===== src/rtl/pwm_pkg.sv =====
// Shared constants and the duty comparator for the PWM generator.
package pwm_pkg;

  localparam int PWM_CNT_W       = 8;
  localparam int NUM_PINS        = 16;
  localparam int CLK_DIV_DEFAULT = 3000;
  localparam int PRE_W_DEFAULT   = 16;
  localparam logic [PWM_CNT_W-1:0] DUTY_FULL = 8'hFF;

  // Full-scale duty is forced high so the last counter step never drops out.
  function automatic logic duty_high(input logic [PWM_CNT_W-1:0] cnt,
                                     input logic [PWM_CNT_W-1:0] duty);
    return (duty == DUTY_FULL) || (cnt < duty);
  endfunction

endpackage


===== src/rtl/pwm_generator_if.sv =====
// Control-register inputs and pin outputs between the register bank and the PWM generator.
interface pwm_generator_if;

  logic [7:0]                    en_reg_out_7_0;
  logic [7:0]                    en_reg_out_15_8;
  logic [7:0]                    en_reg_pwm_7_0;
  logic [7:0]                    en_reg_pwm_15_8;
  logic [pwm_pkg::PWM_CNT_W-1:0] pwm_duty_cycle;
  logic [pwm_pkg::NUM_PINS-1:0]  out;
  logic                          period_start;

  modport master (
    output en_reg_out_7_0, en_reg_out_15_8, en_reg_pwm_7_0, en_reg_pwm_15_8,
    output pwm_duty_cycle,
    input  out, period_start
  );

  modport slave (
    input  en_reg_out_7_0, en_reg_out_15_8, en_reg_pwm_7_0, en_reg_pwm_15_8,
    input  pwm_duty_cycle,
    output out, period_start
  );

endinterface


===== src/rtl/pwm_prescaler.sv =====
// Divides the system clock: tick is high for one clk every CLK_DIV clks.
module pwm_prescaler
  import pwm_pkg::*;
#(
  parameter int CLK_DIV = CLK_DIV_DEFAULT,
  parameter int PRE_W   = PRE_W_DEFAULT
) (
  input  logic clk,
  input  logic rst,
  output logic tick
);

  localparam logic [PRE_W-1:0] PRE_LAST = PRE_W'(CLK_DIV - 1);

  logic [PRE_W-1:0] pre_cnt_q, pre_cnt_d;

  assign tick = (pre_cnt_q == PRE_LAST);

  always_comb begin
    pre_cnt_d = tick ? '0 : pre_cnt_q + PRE_W'(1);
  end

  always_ff @(posedge clk) begin
    if (rst) pre_cnt_q <= '0;
    else     pre_cnt_q <= pre_cnt_d;
  end

endmodule


===== src/rtl/pwm_generator.sv =====
// 16-pin PWM generator: shared period counter, duty compare, registered per-pin mux.
// Optional macro PWM_SHADOW_EN latches the duty value only at period boundaries.
module pwm_generator
  import pwm_pkg::*;
#(
  parameter int CLK_DIV = CLK_DIV_DEFAULT,
  parameter int PRE_W   = PRE_W_DEFAULT
) (
  input  logic            clk,
  input  logic            rst,
  pwm_generator_if.slave  bus
);

  logic                  tick;
  logic                  wrap;
  logic                  first_q;
  logic [PWM_CNT_W-1:0]  pwm_cnt_q, pwm_cnt_d;
  logic [PWM_CNT_W-1:0]  duty;
  logic                  pwm_high;
  logic [NUM_PINS-1:0]   en_out, en_pwm;
  logic [NUM_PINS-1:0]   out_q, out_d;
  logic                  period_start_q, period_start_d;

  pwm_prescaler #(
    .CLK_DIV (CLK_DIV),
    .PRE_W   (PRE_W)
  ) u_prescaler (
    .clk  (clk),
    .rst  (rst),
    .tick (tick)
  );

  assign wrap   = tick && (pwm_cnt_q == '1);
  assign en_out = {bus.en_reg_out_15_8, bus.en_reg_out_7_0};
  assign en_pwm = {bus.en_reg_pwm_15_8, bus.en_reg_pwm_7_0};

`ifdef PWM_SHADOW_EN
  logic [PWM_CNT_W-1:0] duty_q, duty_d;

  always_comb begin
    duty_d = duty_q;
    if (first_q || wrap) duty_d = bus.pwm_duty_cycle;
  end

  // The shadow is still empty in the first clk after reset, so compare the live value then.
  assign duty = first_q ? bus.pwm_duty_cycle : duty_q;

  always_ff @(posedge clk) begin
    if (rst) duty_q <= '0;
    else     duty_q <= duty_d;
  end
`else
  assign duty = bus.pwm_duty_cycle;
`endif

  always_comb begin
    pwm_cnt_d      = tick ? pwm_cnt_q + PWM_CNT_W'(1) : pwm_cnt_q;
    period_start_d = first_q || wrap;
    pwm_high       = duty_high(pwm_cnt_q, duty);
    out_d          = (en_out & ~en_pwm) | (en_out & en_pwm & {NUM_PINS{pwm_high}});
  end

  // Output register stage: one clk from any input or counter change to the pins.
  always_ff @(posedge clk) begin
    if (rst) begin
      first_q        <= 1'b1;
      pwm_cnt_q      <= '0;
      period_start_q <= 1'b0;
      out_q          <= '0;
    end else begin
      first_q        <= 1'b0;
      pwm_cnt_q      <= pwm_cnt_d;
      period_start_q <= period_start_d;
      out_q          <= out_d;
    end
  end

  assign bus.out          = out_q;
  assign bus.period_start = period_start_q;

endmodule

===== src/flat_wrapper.sv =====
// flat-port wrapper written by rule: the top's interface ports become plain ports
module pwm_generator_flat import pwm_pkg::*;
#(
  parameter int CLK_DIV = CLK_DIV_DEFAULT,
  parameter int PRE_W   = PRE_W_DEFAULT
)
  (clk, rst, bus_en_reg_out_7_0, bus_en_reg_out_15_8, bus_en_reg_pwm_7_0, bus_en_reg_pwm_15_8, bus_pwm_duty_cycle, bus_out, bus_period_start);
  pwm_generator_if bus_i ();
  input  logic clk;
  input  logic rst;
  input wire logic [$bits(bus_i.en_reg_out_7_0)-1:0] bus_en_reg_out_7_0;
  input wire logic [$bits(bus_i.en_reg_out_15_8)-1:0] bus_en_reg_out_15_8;
  input wire logic [$bits(bus_i.en_reg_pwm_7_0)-1:0] bus_en_reg_pwm_7_0;
  input wire logic [$bits(bus_i.en_reg_pwm_15_8)-1:0] bus_en_reg_pwm_15_8;
  input wire logic [$bits(bus_i.pwm_duty_cycle)-1:0] bus_pwm_duty_cycle;
  output wire logic [$bits(bus_i.out)-1:0] bus_out;
  output wire logic [$bits(bus_i.period_start)-1:0] bus_period_start;
  assign bus_i.en_reg_out_7_0 = bus_en_reg_out_7_0;
  assign bus_i.en_reg_out_15_8 = bus_en_reg_out_15_8;
  assign bus_i.en_reg_pwm_7_0 = bus_en_reg_pwm_7_0;
  assign bus_i.en_reg_pwm_15_8 = bus_en_reg_pwm_15_8;
  assign bus_i.pwm_duty_cycle = bus_pwm_duty_cycle;
  assign bus_out = bus_i.out;
  assign bus_period_start = bus_i.period_start;
  pwm_generator #(.CLK_DIV(CLK_DIV), .PRE_W(PRE_W)) u_core (.clk(clk), .rst(rst), .bus(bus_i));
endmodule

===== config.mk =====
export PLATFORM = sky130hd
export DESIGN_NAME = pwm_generator_flat
export DESIGN_NICKNAME = d
export VERILOG_FILES = /design/src/rtl/pwm_pkg.sv /design/src/rtl/pwm_generator_if.sv /design/src/rtl/pwm_prescaler.sv /design/src/rtl/pwm_generator.sv /design/src/flat_wrapper.sv
export SDC_FILE = /design/constraint.sdc
export NUM_CORES = 1
export LEC_CHECK = 0
export CAP_MARGIN = 20
export CORE_MARGIN = 4
export CORE_UTILIZATION = 30
export DETAILED_ROUTE_END_ITERATION = 7
export GPL_TIMING_DRIVEN = 0
export SYNTH_ARGS = -nofsm -noshare
export SYNTH_HDL_FRONTEND = slang
export SYNTH_SLANG_ARGS = --single-unit

===== constraint.sdc =====
create_clock -name clk -period 2.9 [get_ports clk]
set_clock_uncertainty 0.1 [all_clocks]
set_input_delay 0.58 -clock clk [delete_from_list [all_inputs] [get_ports clk]]
set_output_delay 0.58 -clock clk [all_outputs]
set_load 0.01 [all_outputs]

==> metrics.txt <==
outcome=complete, no violations; vias in the first global route=around 1600; # rows=28; static leakage=0.00103 uW; Period minus WS final=approximately 2.5 ns; max_cap viols=0; CP Capture Type=flip-flop; Yosys top cell area share=0.444; WP buf/inv=3; sequential share of power=0.509; #FFs+latches synth=42; die footprint=~7700 um2; dominant cells by area after synthesis=dfxtp_1 44%, a21oi_1 7.1%, ha_1 5.9%; Power Dens Cells=~440 nW/um2; area grow syn2layout=41.3%; Clock Power Share=0.381; Die Span X=87.5 um; CP Cell Sequence=clkdlybuf4s50_1 -> inv_1 -> ha_1 -> and3_1 -> o211ai_1 -> o32ai_2 -> buf_2 -> a21oi_1; Post-synth ARST share=0; Fin Hold WS=around 0.34 ns; top-count cell post-synth=dfxtp_1; Mapped Nets=roughly 260; Slew Viols, Final=0; core area=approximately 6000 um2; synth warn=0; CTS buffer count=5; worst-skew pair later-pin latency=approximately 0.29 ns; starting density of the core=0.314; H-tree depth=2; CTS root buffer=clkbuf_8; Synth Cell Area=~1900 um2; final worst setup slack=roughly 0.38 ns; setup tns final=0 ns; Remaining DRCs=0; GP Congestion=just under 0.8; Comb pwr share=0.110; Iter 0 DRT Violations=slightly below 90; Syn Area/Cell=9.20 um2; Fillers=about 590; clock-pin slew on the worst setup and hold paths=0.08 ns; Avg Vias per Cell=4.77; Critical-path top delay cell=o32ai_2; Critical Path AT=roughly 2.6 ns; Post-CTS Resized=0; crit path launch type=input port; RSZ-0062 raised after global routing=no; IO buf count=58; worst min-delay path class=flip-flop to flip-flop; Layout Nets=322; WS Path Type=input port to flip-flop; first-pass GRT wire length=between 7 and 8 mm; initial antenna violation count=0; Hold Vio Cnt, Final=0; P_int=about 930 uW; IO Pins=a little under 60; CTS Sinks=42; largest net degree at the start of global routing=14; switching pwr=about 250 uW; Post-CTS Setup Repair Bufs=0; Req. time, crit path=about 3.0 ns; top cells by count, synth=42 x dfxtp_1, 27 x a21oi_1, 18 x nand2b_1, 18 x nor2_1, 13 x inv_1; grt total ovfl=0; dpl ws=0.0100 ns; # setup viols final=0; Die Span Y=87.5 um; VDD IR-drop max=between 0.15 and 0.2 mV; Mapped Cells=roughly 200; kind of cell adding the most delay to the critical path=buffers and inverters; Routed WL=about 4.4 mm; crit path max fanout=10; Sw Ratio=0.209; Post-synth top flop=dfxtp_1; Tcrit/Tclk final=0.868; EDFF count, synth=0; ant diodes=0; DP Wirelength=between 3 and 4 mm; share of cells above drive strength 1=0.0588; max incr delay on CP=~0.49 ns; clock buffer depth=2; CTS tree=done; post-synthesis cell type count=35; worst slew pin tran=roughly 0.55 ns; Routed Antenna Nets=0; First-pass DRT Iterations=4; hold buffer count at cts=0; Seq/Total Area, Yosys=0.444; Yosys top cell by area=dfxtp_1; total track usage=0.121; total vias in the final route=approximately 1700; Slew headroom=0.631; routed len/inst=approximately 13 um; Max Freq=slightly below 0.4 GHz
-- routing by layer --
metal | vias to the layer above | track usage | part of all wire
met3 | 7 | 0.0378 | 0.092
li1 | 858 | - | -
met1 | 739 | 0.154 | 0.48
met2 | 51 | 0.189 | 0.42
met5 | - | 0 | 0
met4 | 0 | 0.0474 | 0.014
-- final timing paths --
path / start / to / slack [ns] / depth (start not counted)
max: bus_pwm_duty_cycle[7] / u_core.bus.out[9] / 0.38 / 8
min: u_core.first_q / u_core.bus.period_start / 0.34 / 2
max reg2reg: u_core.pwm_cnt_q[5] / u_core.bus.out[9] / 0.83 / 6
min reg2reg: u_core.first_q / u_core.bus.period_start / 0.34 / 2
-- flip-flops by register name, indices dropped and copies added, names as in the netlist --
signal and flops:
u_core.bus.period_start 1, u_core.bus.out 16, u_core.u_prescaler.pre_cnt_q 16, u_core.first_q 1, u_core.pwm_cnt_q 8
-- placed cells by master, fill, tap and decap left out, drive strengths merged, types with 2 or more instances in the layout --
| master | count |
|---|---|
| a211oi | 2 |
| nand2b | 18 |
| buf | 2 |
| o21ai | 4 |
| or3 | 6 |
| and4 | 2 |
| dfxtp | 42 |
| or4 | 3 |
| nor2 | 18 |
| xnor2 | 7 |
| a21oi | 27 |
| xor2 | 4 |
| nor4 | 4 |
| nand3 | 6 |
| nand4 | 9 |
| o31ai | 3 |
| clkbuf | 9 |
| nand2 | 6 |
| clkinv | 2 |
| ha | 9 |
| nor3 | 4 |
| and3 | 3 |
| inv | 13 |
| clkdlybuf4s50 | 58 |
-- cell families after synthesis --
kind of cell / synth area share
AND/OR/NAND/NOR: 0.262
buffers and inverters: 0.0390
adder cells (fa/ha/maj): 0.0594
flip-flops: 0.444
multiplexers: 0.00528
XOR/XNOR: 0.0509
AO/OA/AOI/OAI: 0.139
-- per-stage QoR --
step,cell area (um2),std cells,total power (uW),utilization
6_report,2680,347,1180,0.444
5_1_grt,2680,347,1230,0.444
4_1_cts,2680,347,1200,0.444
3_5_place_dp,2570,339,744,0.426
3_3_place_gp,2570,339,743,0.426
2_1_floorplan,1890,206,654,-
-- cell type report --
class	instances	area (um2)	share of cell area
clock inverter	3	40.0	0.0150
clock buffer	5	68.8	0.0257
multi-input combinational	145	980	0.366
tap	75	93.8	0.0350
timing repair buffer	58	581	0.217
sequential	42	841	0.314
inverter	13	48.8	0.0182
buffer	6	25.0	0.00935
-- power groups by stage --
stage | Clock [uW] | Sequential, uW | Combinational (uW)
3_5_place_dp | 0 | 614 | 130
5_1_grt | 489 | 602 | 141
2_1_floorplan | 0 | 620 | 33.2
3_3_place_gp | 0 | 613 | 129
4_1_cts | 470 | 600 | 131
6_report | 450 | 600 | 129
-- worst min-delay path: cells and delay by family (launching register included) --
| family | cells | cell delay [ns] |
|---|---|---|
| buf+inv | 1 | 0.04 |
| compound gates | 1 | 0.05 |
| flops | 1 | 0.30 |
Power figures use the tool's default switching activity.
